## src/rtl/sqrt_stream_ctrl_if.sv

```systemverilog
// Bundle of the operand stream, result stream, engine and error signals
// of sqrt_stream_ctrl. master = surrounding pipeline/engine side, slave = controller.
interface sqrt_stream_ctrl_if #(
    parameter int unsigned W = 16
) ();
    logic         in_valid;
    logic         in_ready;
    logic [W-1:0] in_data;
    logic         out_valid;
    logic         out_ready;
    logic [W-1:0] out_data;
    logic         eng_start;
    logic [W-1:0] eng_din;
    logic         eng_busy;
    logic [W-1:0] eng_dout;
    logic         err_clr;
    logic         err;

    modport master (
        output in_valid, in_data, out_ready, eng_busy, eng_dout, err_clr,
        input  in_ready, out_valid, out_data, eng_start, eng_din, err
    );

    modport slave (
        input  in_valid, in_data, out_ready, eng_busy, eng_dout, err_clr,
        output in_ready, out_valid, out_data, eng_start, eng_din, err
    );
endinterface

```

## src/rtl/sqrt_stream_ctrl.sv

```systemverilog
// Stream initiator for start/busy sequential engines: accepts one operand at a
// time, kicks the engine, waits for busy to fall (with a hang watchdog) and
// queues results in a 2-entry FIFO.
module sqrt_stream_ctrl #(
    parameter int unsigned W     = 16,
    parameter int unsigned TMO_W = 6
) (
    input logic               clk,
    input logic               rst,
    sqrt_stream_ctrl_if.slave bus
);
    typedef enum logic [1:0] {IDLE, KICK, WAIT} state_t;

    localparam logic [TMO_W-1:0] TMO_MAX = '1;

    state_t           state;
    logic             wait_first;
    logic [TMO_W-1:0] wdog;
    logic             eng_start_r;
    logic [W-1:0]     eng_din_r;
    logic             err_r;

    logic [1:0]       fcount;
    logic             rd_ptr;
    logic [W-1:0]     mem [2];

    logic             in_ready_w;
    logic             out_valid_w;
    logic             accept;
    logic             done;
    logic             timeout;
    logic             push;
    logic             pop;
    logic             wr_ptr;

    // Handshake decode and completion/timeout detection
    always_comb begin
        in_ready_w  = 1'b0;
        out_valid_w = 1'b0;
        accept      = 1'b0;
        done        = 1'b0;
        timeout     = 1'b0;
        push        = 1'b0;
        pop         = 1'b0;
        wr_ptr      = 1'b0;

        in_ready_w  = (state == IDLE) && !bus.eng_busy && (fcount < 2'd2);
        out_valid_w = (fcount != 2'd0);
        accept      = bus.in_valid && in_ready_w;
        // busy is ignored in the first WAIT cycle: the engine raises it one cycle after start
        done        = (state == WAIT) && !wait_first && !bus.eng_busy;
        timeout     = (state == WAIT) && !wait_first && bus.eng_busy && (wdog == TMO_MAX);
        push        = done;
        pop         = out_valid_w && bus.out_ready;
        // tail slot: head when empty or full, the other slot when one entry is held
        wr_ptr      = rd_ptr ^ fcount[0];
    end

    // Control FSM with registered engine kick/operand and watchdog
    always_ff @(posedge clk) begin
        if (rst) begin
            state       <= IDLE;
            wait_first  <= 1'b0;
            wdog        <= '0;
            eng_start_r <= 1'b0;
            eng_din_r   <= '0;
        end else begin
            case (state)
                IDLE: begin
                    eng_start_r <= 1'b0;
                    if (accept) begin
                        eng_din_r   <= bus.in_data;
                        eng_start_r <= 1'b1;
                        state       <= KICK;
                    end
                end
                KICK: begin
                    eng_start_r <= 1'b0;
                    wdog        <= '0;
                    wait_first  <= 1'b1;
                    state       <= WAIT;
                end
                WAIT: begin
                    eng_start_r <= 1'b0;
                    if (wait_first) begin
                        wait_first <= 1'b0;
                        wdog       <= wdog + TMO_W'(1);
                    end else if (done || timeout) begin
                        state <= IDLE;
                    end else begin
                        wdog <= wdog + TMO_W'(1);
                    end
                end
                default: begin
                    eng_start_r <= 1'b0;
                    state       <= IDLE;
                end
            endcase
        end
    end

    // Result FIFO: storage, read pointer and occupancy
    always_ff @(posedge clk) begin
        if (rst) begin
            fcount <= '0;
            rd_ptr <= 1'b0;
            for (int unsigned i = 0; i < 2; i++) begin
                mem[i] <= '0;
            end
        end else begin
            if (push) begin
                mem[wr_ptr] <= bus.eng_dout;
            end
            if (pop) begin
                rd_ptr <= ~rd_ptr;
            end
            case ({push, pop})
                2'b10:   fcount <= fcount + 2'd1;
                2'b01:   fcount <= fcount - 2'd1;
                default: fcount <= fcount;
            endcase
        end
    end

    // Sticky watchdog error; a timeout wins over a simultaneous clear
    always_ff @(posedge clk) begin
        if (rst) begin
            err_r <= 1'b0;
        end else if (timeout) begin
            err_r <= 1'b1;
        end else if (bus.err_clr) begin
            err_r <= 1'b0;
        end
    end

    assign bus.in_ready  = in_ready_w;
    assign bus.out_valid = out_valid_w;
    assign bus.out_data  = mem[rd_ptr];
    assign bus.eng_start = eng_start_r;
    assign bus.eng_din   = eng_din_r;
    assign bus.err       = err_r;
endmodule

```

## src/flat_wrapper.sv

```systemverilog
// flat-port wrapper written by rule: the top's interface ports become plain ports
module sqrt_stream_ctrl_flat 
#(
    parameter int unsigned W     = 16,
    parameter int unsigned TMO_W = 6
)
  (clk, rst, bus_in_valid, bus_in_data, bus_out_ready, bus_eng_busy, bus_eng_dout, bus_err_clr, bus_in_ready, bus_out_valid, bus_out_data, bus_eng_start, bus_eng_din, bus_err);
  sqrt_stream_ctrl_if #(.W(W)) bus_i ();
  input logic clk;
  input logic rst;
  input wire logic [$bits(bus_i.in_valid)-1:0] bus_in_valid;
  input wire logic [$bits(bus_i.in_data)-1:0] bus_in_data;
  input wire logic [$bits(bus_i.out_ready)-1:0] bus_out_ready;
  input wire logic [$bits(bus_i.eng_busy)-1:0] bus_eng_busy;
  input wire logic [$bits(bus_i.eng_dout)-1:0] bus_eng_dout;
  input wire logic [$bits(bus_i.err_clr)-1:0] bus_err_clr;
  output wire logic [$bits(bus_i.in_ready)-1:0] bus_in_ready;
  output wire logic [$bits(bus_i.out_valid)-1:0] bus_out_valid;
  output wire logic [$bits(bus_i.out_data)-1:0] bus_out_data;
  output wire logic [$bits(bus_i.eng_start)-1:0] bus_eng_start;
  output wire logic [$bits(bus_i.eng_din)-1:0] bus_eng_din;
  output wire logic [$bits(bus_i.err)-1:0] bus_err;
  assign bus_i.in_valid = bus_in_valid;
  assign bus_i.in_data = bus_in_data;
  assign bus_i.out_ready = bus_out_ready;
  assign bus_i.eng_busy = bus_eng_busy;
  assign bus_i.eng_dout = bus_eng_dout;
  assign bus_i.err_clr = bus_err_clr;
  assign bus_in_ready = bus_i.in_ready;
  assign bus_out_valid = bus_i.out_valid;
  assign bus_out_data = bus_i.out_data;
  assign bus_eng_start = bus_i.eng_start;
  assign bus_eng_din = bus_i.eng_din;
  assign bus_err = bus_i.err;
  sqrt_stream_ctrl #(.W(W), .TMO_W(TMO_W)) u_core (.clk(clk), .rst(rst), .bus(bus_i));
endmodule
```

## config.mk

```make
export PLATFORM = sky130hd
export DESIGN_NAME = sqrt_stream_ctrl_flat
export DESIGN_NICKNAME = d
export VERILOG_FILES = /design/src/rtl/sqrt_stream_ctrl_if.sv /design/src/rtl/sqrt_stream_ctrl.sv /design/src/flat_wrapper.sv
export SDC_FILE = /design/constraint.sdc
export NUM_CORES = 1
export LEC_CHECK = 0
export CAP_MARGIN = 20
export CORE_ASPECT_RATIO = 0.6
export CORE_MARGIN = 5
export CORE_UTILIZATION = 52
export CTS_BUF_LIST = sky130_fd_sc_hd__clkbuf_4 sky130_fd_sc_hd__clkbuf_8 sky130_fd_sc_hd__clkbuf_16
export DETAILED_ROUTE_END_ITERATION = 7
export GPL_ROUTABILITY_DRIVEN = 0
export PLACE_DENSITY_LB_ADDON = 0.25
export SKIP_CTS_REPAIR_TIMING = 1
export SLEW_MARGIN = 20
export SYNTH_ARGS = -nofsm -noshare
export SYNTH_HDL_FRONTEND = slang
export SYNTH_SLANG_ARGS = --single-unit
```

## constraint.sdc

```tcl
create_clock -name clk -period 4.5 [get_ports clk]
set_input_delay 0.45 -clock clk [delete_from_list [all_inputs] [get_ports clk]]
set_output_delay 0.45 -clock clk [all_outputs]
set_load 0.005 [all_outputs]
```

==> impl_metrics.json, run 1 <==
{
  "htreeDepth": 3,
  "first_global_vias": 2078,
  "num-fill-cells": 384,
  "vias": 2004,
  "dieWidth_um": 104,
  "fp-row-count": 20,
  "setup_viol_count_final": 0,
  "worst_pin_slew_ns": 0.865,
  "post-route-period-util_pct": 55.6,
  "antenna_found_initial": 0,
  "hold_viol": 0,
  "nNetsFinal": 364,
  "rsz0062_at_grt": "no",
  "core-area_sq_mm": 0.00510,
  "drv_cap": 0,
  "r2r_start": "u_core.state[0]",
  "hp-class": "reg -> reg",
  "path_clk_slew_ns": 0.07,
  "gr-usage-met2_pct": 28.3,
  "outcome": "finished clean",
  "critPathCaptureType": "flop",
  "dieArea_sq_mm": 0.00691,
  "slew_headroom_pct": 42.3,
  "port_buffers": 73,
  "worstHoldStart": "u_core.bus.eng_din[4]",
  "area_delta_synth_final_pct": 33.3,
  "synthCells": 248,
  "grt_overflow": 0,
  "crit_fanout": 16,
  "worstSetupPathType": "reg -> reg",
  "worstSkewPairLatency_ns": 0.35,
  "n_antenna_cell": 0,
  "grt_util_met3_pct": 10.5,
  "synth_top_cell_by_area": "edfxtp_1",
  "cp.arrival_ns": 2.47,
  "grtUsageMet1_pct": 20.8,
  "ir_drop_mv": 0.266,
  "yosysUniqueCellTypes": 37,
  "initial_utilization_pct": 54.0,
  "place_inst": 375,
  "multiInputGateArea_sq_mm": 0.00109,
  "rr_endpoint": "u_core.mem[0][15]",
  "cts.sink_count": 63,
  "netlist_area_sq_mm": 0.00276,
  "slew_viol_final": 0,
  "power.density_mw_per_mm2": 393,
  "synth_top_area_share_pct": 34.8,
  "synth-edff-count": 32,
  "max_freq_mhz": 400,
  "cp_data_required_time_ns": 4.47,
  "cts_root_buffer": "clkbuf_8",
  "critPathLaunchType": "flop",
  "ff2ff_setup_slack_ns": 2.00,
  "grt_pass1_wl_um": 9560,
  "whs_path_depth": 2,
  "area.sequential_sq_mm": 0.00158,
  "grtUsageTotal_pct": 17.8,
  "layout_common_cells": "73 x clkdlybuf4s50_1, 43 x nand2_1, 34 x and2_1",
  "power_leakage_nw": 1.33,
  "wl_um": 5770,
  "synth_warnings": 0,
  "reg2reg_depth": 4,
  "cts_buffer_depth": 2,
  "yosys-top-cells-area": "edfxtp_1 35%, dfxtp_1 23%, and2_1 7.7%",
  "setup_tns_ns": 0,
  "gr-max-usage-layer": "met2",
  "skew_ns": 0.00597,
  "syn_avg_cell_area_sq_um": 11.1,
  "routedWlPerCell_um": 14.8,
  "grt_max_degree": 33,
  "drive_gt1_share_pct": 12.3,
  "place_hpwl_um": 4100,
  "ys_seq_area_share_pct": 57.4,
  "synth-seq-cells": 63,
  "layout.cells.non_filler": 391,
  "drc": 0,
  "cts_buffers": 9,
  "min_to": "u_core.bus.eng_din[4]",
  "syn-num-nets": 292,
  "cts_tree": "yes",
  "firstDrtPassIters": 6,
  "ant_nets": 0,
  "ys.flop_type": "edfxtp_1",
  "synthArstFlopShare_pct": 0,
  "fin_crit_ns": 2.50,
  "first_iter_violations": 70,
  "final_common_cell": "clkdlybuf4s50_1",
  "io_pins": 74,
  "drt-vias-per-instance": 5.13,
  "die_h_um": 66.4
}
## per-layer routing
| layer | vias to the layer above | wire (um) | share of wire [%] |
|---|---|---|---|
| met5 | - | 0 | 0 |
| met4 | 0 | 57 | 0.99 |
| met3 | 9 | 464 | 8.0 |
| met2 | 53 | 2630 | 46 |
| met1 | 937 | 2620 | 45 |
| li1 | 1005 | - | - |
## worst max-delay path by stage
stage	end	slack [ns]	cells after the start	from
final	u_core.mem[0][15]	2.00	4	u_core.state[0]
after global routing	u_core.mem[0][5]	1.86	4	u_core.state[0]
after CTS	bus_out_data[7]	1.98	2	flop
after detailed placement	u_core.mem[1][14]	1.82	3	bus_eng_busy
after global placement	u_core.mem[0][10]	1.86	3	bus_eng_busy
after floorplan	u_core.mem[0][0]	1.74	6	u_core.state[0]
## state kept, by name, summed over array words and instances, names as in the netlist, named ones only
| name | count |
|---|---|
| u_core.rd_ptr | 1 |
| u_core.wdog | 6 |
| u_core.bus.eng_din | 16 |
| u_core.bus.err | 1 |
| u_core.bus.eng_start | 1 |
| u_core.fcount | 2 |
| u_core.state | 2 |
| u_core.mem | 32 |
| u_core.wait_first | 1 |
## worst max-delay path, stage by stage (launching register included)
cell,delay [ns]
dfxtp_1,0.33
inv_1,0.11
ha_1,0.37
or3b_1,0.57
o21ai_2,0.74
## synthesized netlist by cell type (2+ instances only)
library cell and n:
a21oi_1 21, a311oi_1 2, a31oi_1 3, and2_1 34
buf_2 2, buf_6 3, clkbuf_1 6, dfxtp_1 31
edfxtp_1 32, ha_1 6, inv_1 3, mux2_2 16
mux2i_1 3, nand2_1 43, nand3_1 3, nor2_1 9
nor2b_1 2, nor3_4 2, o211ai_1 2, o21ai_0 5
xnor2_1 3, xor2_1 2
## kinds of logic after synthesis
kind of cell | count (synthesis) | share of synthesized area, %
buffers and inverters | 16 | 3.22
and+or+nand+nor | 101 | 19.3
DFF | 63 | 57.4
muxes | 19 | 7.62
xor gates and xnor gates | 5 | 1.59
adders and majority gates | 6 | 2.72
AOI/OAI and AO/OA | 38 | 8.17
## cell type report
type | instances | area share [%]
inverter | 3 | 0.306
clock inverter | 6 | 1.02
timing repair buffer | 74 | 20.1
tap | 66 | 2.25
clock buffer | 10 | 3.57
sequential | 63 | 43.0
multi-input combinational | 169 | 29.8
## power breakdown
part,switching [W],internal (W),leakage [nW]
Sequential,0.0000352,0.000653,0.583
Clock,0.000217,0.000202,0.0815
Combinational,0.000154,0.000183,0.667
Total,0.000407,0.00104,1.33
## per-stage QoR
stage	worst slack (ns)	hold slack, ns	total power, W	cell area [sq um]	utilization, %
final	2.00	0.458	0.00145	3680	72.0
after global routing	1.86	0.471	0.00152	3680	72.0
after CTS	1.98	0.458	0.00146	3680	72.0
after detailed placement	1.82	0.449	0.00104	3510	68.7
after global placement	1.86	0.441	0.00103	3510	68.7
after floorplan	1.74	0.451	0.000883	2760	-
(Power assumes the default switching activity.)
==> run 2: changes to the inputs <==
Settings changed: CORE_UTILIZATION 52 to 43.
Clock period 4.5 ns to 2 ns, I/O delays scaled along.
==> run 2 against run 1 <==
Core utilization shrank 9.3 points. Power grew 130%. Hold slack lost 0.048 ns. Critical path type unchanged. Highest routed layer unchanged.
==> impl_metrics.json, run 2 (synthesis results as in run 1) <==
{
  "outcome": "finished clean",
  "p_total_w": 0.00333,
  "io_pins": 74,
  "final_common_cell": "clkdlybuf4s50_1",
  "power.density_mw_per_mm2": 859,
  "cp.depth": 6,
  "area.sequential_sq_mm": 0.00158,
  "die_h_um": 72.0,
  "hold_viol": 0,
  "fin_crit_ns": 1.90,
  "rr_endpoint": "u_core.fcount[1]",
  "rsz0062_at_grt": "no",
  "worstHoldStart": "bus_in_data[2]",
  "reg2reg_depth": 6,
  "antenna_found_initial": 0,
  "worst-path-buf-inv": 1,
  "grt_pass1_wl_um": 9570,
  "grt_overflow": 0,
  "htreeDepth": 3,
  "skew_ns": 0.00903,
  "cp_common_cell": "ha_1",
  "largest-register": "u_core.mem",
  "whs_path_depth": 3,
  "drv_cap": 0,
  "final_util_pct": 62.8,
  "port_buffers": 73,
  "max_freq_mhz": 526,
  "nNetsFinal": 376,
  "setup_tns_ns": 0,
  "crit_family": "simple AND/OR/NAND/NOR gates",
  "first_iter_violations": 76,
  "crit_slowest_cell": "or3b_1",
  "place_hpwl_um": 4340,
  "cts_buffer_depth": 2,
  "setup_viol_count_final": 0,
  "n_antenna_cell": 0,
  "post-route-period-util_pct": 95.0,
  "power_leakage_nw": 1.44,
  "area_delta_synth_final_pct": 40.4,
  "hp-class": "in -> reg",
  "ff2ff_setup_slack_ns": 0.1,
  "initial_utilization_pct": 44.7,
  "slowest_delay_ns": 0.38,
  "slew_viol_final": 0,
  "core-area_sq_mm": 0.00617,
  "cts_root_buffer": "clkbuf_8",
  "cp_data_required_time_ns": 2.26,
  "worstSkewPairLatency_ns": 0.33,
  "path_cells": "inv_1 -> ha_1 -> or3b_1 -> ha_1 -> or3_1 -> a21oi_1",
  "r2r_start": "u_core.state[0]",
  "drc": 0,
  "drive_gt1_share_pct": 15.4,
  "multiInputGateArea_sq_mm": 0.00110,
  "worstSetupPathType": "reg -> reg",
  "routedWlPerCell_um": 13.9,
  "path_clk_slew_ns": 0.06,
  "layout_common_cells": "72 x clkdlybuf4s50_1, 43 x nand2_1, 34 x and2_1",
  "min_to": "u_core.bus.eng_din[2]",
  "dieArea_sq_mm": 0.00817,
  "slew_headroom_pct": 72.8,
  "largest_register_ffs": 32,
  "dieWidth_um": 113,
  "num-fill-cells": 534,
  "crit_fanout": 3,
  "vias": 2053,
  "firstDrtPassIters": 4,
  "cp.arrival_ns": 2.16,
  "cts.sink_count": 63,
  "first_global_vias": 1984,
  "cts_tree": "yes",
  "worst_pin_slew_ns": 0.404,
  "critPathCaptureType": "flop",
  "ir_drop_mv": 0.517,
  "critPathLaunchType": "flop",
  "fp-row-count": 22,
  "drt-vias-per-instance": 4.88,
  "cts_buffers": 9,
  "wl_um": 5850,
  "grtUsageTotal_pct": 15.1,
  "ant_nets": 0,
  "grt_max_degree": 26
}
## run 2: worst reg2reg max path: cells and delay by family, from the launching register on
family,cells,cell delay [ns]
simple gates,2,0.74
fa+ha+maj,2,0.52
flops,1,0.33
compound gates,1,0.13
buf+inv,1,0.11
## run 2: metrics by stage
step | instances | hold slack, ns | setup WS (ns) | instance area, sq um
floorplan | 248 | 0.336 | -0.0232 | 2770
global placement | 405 | 0.441 | 0.135 | 3680
detailed placement | 405 | 0.447 | 0.0833 | 3680
CTS | 421 | 0.392 | 0.0449 | 3860
global route | 421 | 0.401 | 0.0305 | 3870
finish | 421 | 0.411 | 0.0996 | 3870
## run 2: cell type report
| class | count | share of cell area [%] |
|---|---|---|
| Inverter | 3 | 0.291 |
| Clock buffer | 12 | 3.94 |
| Sequential cell | 63 | 40.9 |
| Timing Repair Buffer | 86 | 23.2 |
| Multi-Input combinational cell | 169 | 28.4 |
| Clock inverter | 4 | 0.582 |
| Tap cell | 84 | 2.71 |
## run 2: how the worst max path moves through the flow
stage	startpoint	end	slack, ns
4_1_cts	flop	bus_out_data[14]	0.04
5_1_grt	flop	bus_out_data[0]	0.03
2_1_floorplan	u_core.state[0]	u_core.mem[1][0]	-0.02
3_5_place_dp	bus_eng_busy	u_core.fcount[1]	0.08
6_report	u_core.state[0]	u_core.fcount[1]	0.1
3_3_place_gp	bus_eng_busy	u_core.fcount[1]	0.13
## run 2: routing by layer
metal	GRT usage, %	part of all wire [%]	up-vias
met2	21.4	44	51
met5	0	0	-
li1	-	-	1026
met4	6.00	1.3	0
met3	5.83	6.8	5
met1	20.7	48	971
## run 2: power breakdown
part / switching, W / internal (W)
clock network: 0.000449 / 0.000504
logic: 0.000374 / 0.000460
registers: 0.0000687 / 0.00147
==> run 3: changes to the inputs <==
Settings changed: CTS_CLUSTER_SIZE from default to 28.
==> results of run 3 <==
Same layout as run 2: the final DEF is identical, and so are final timing and power.
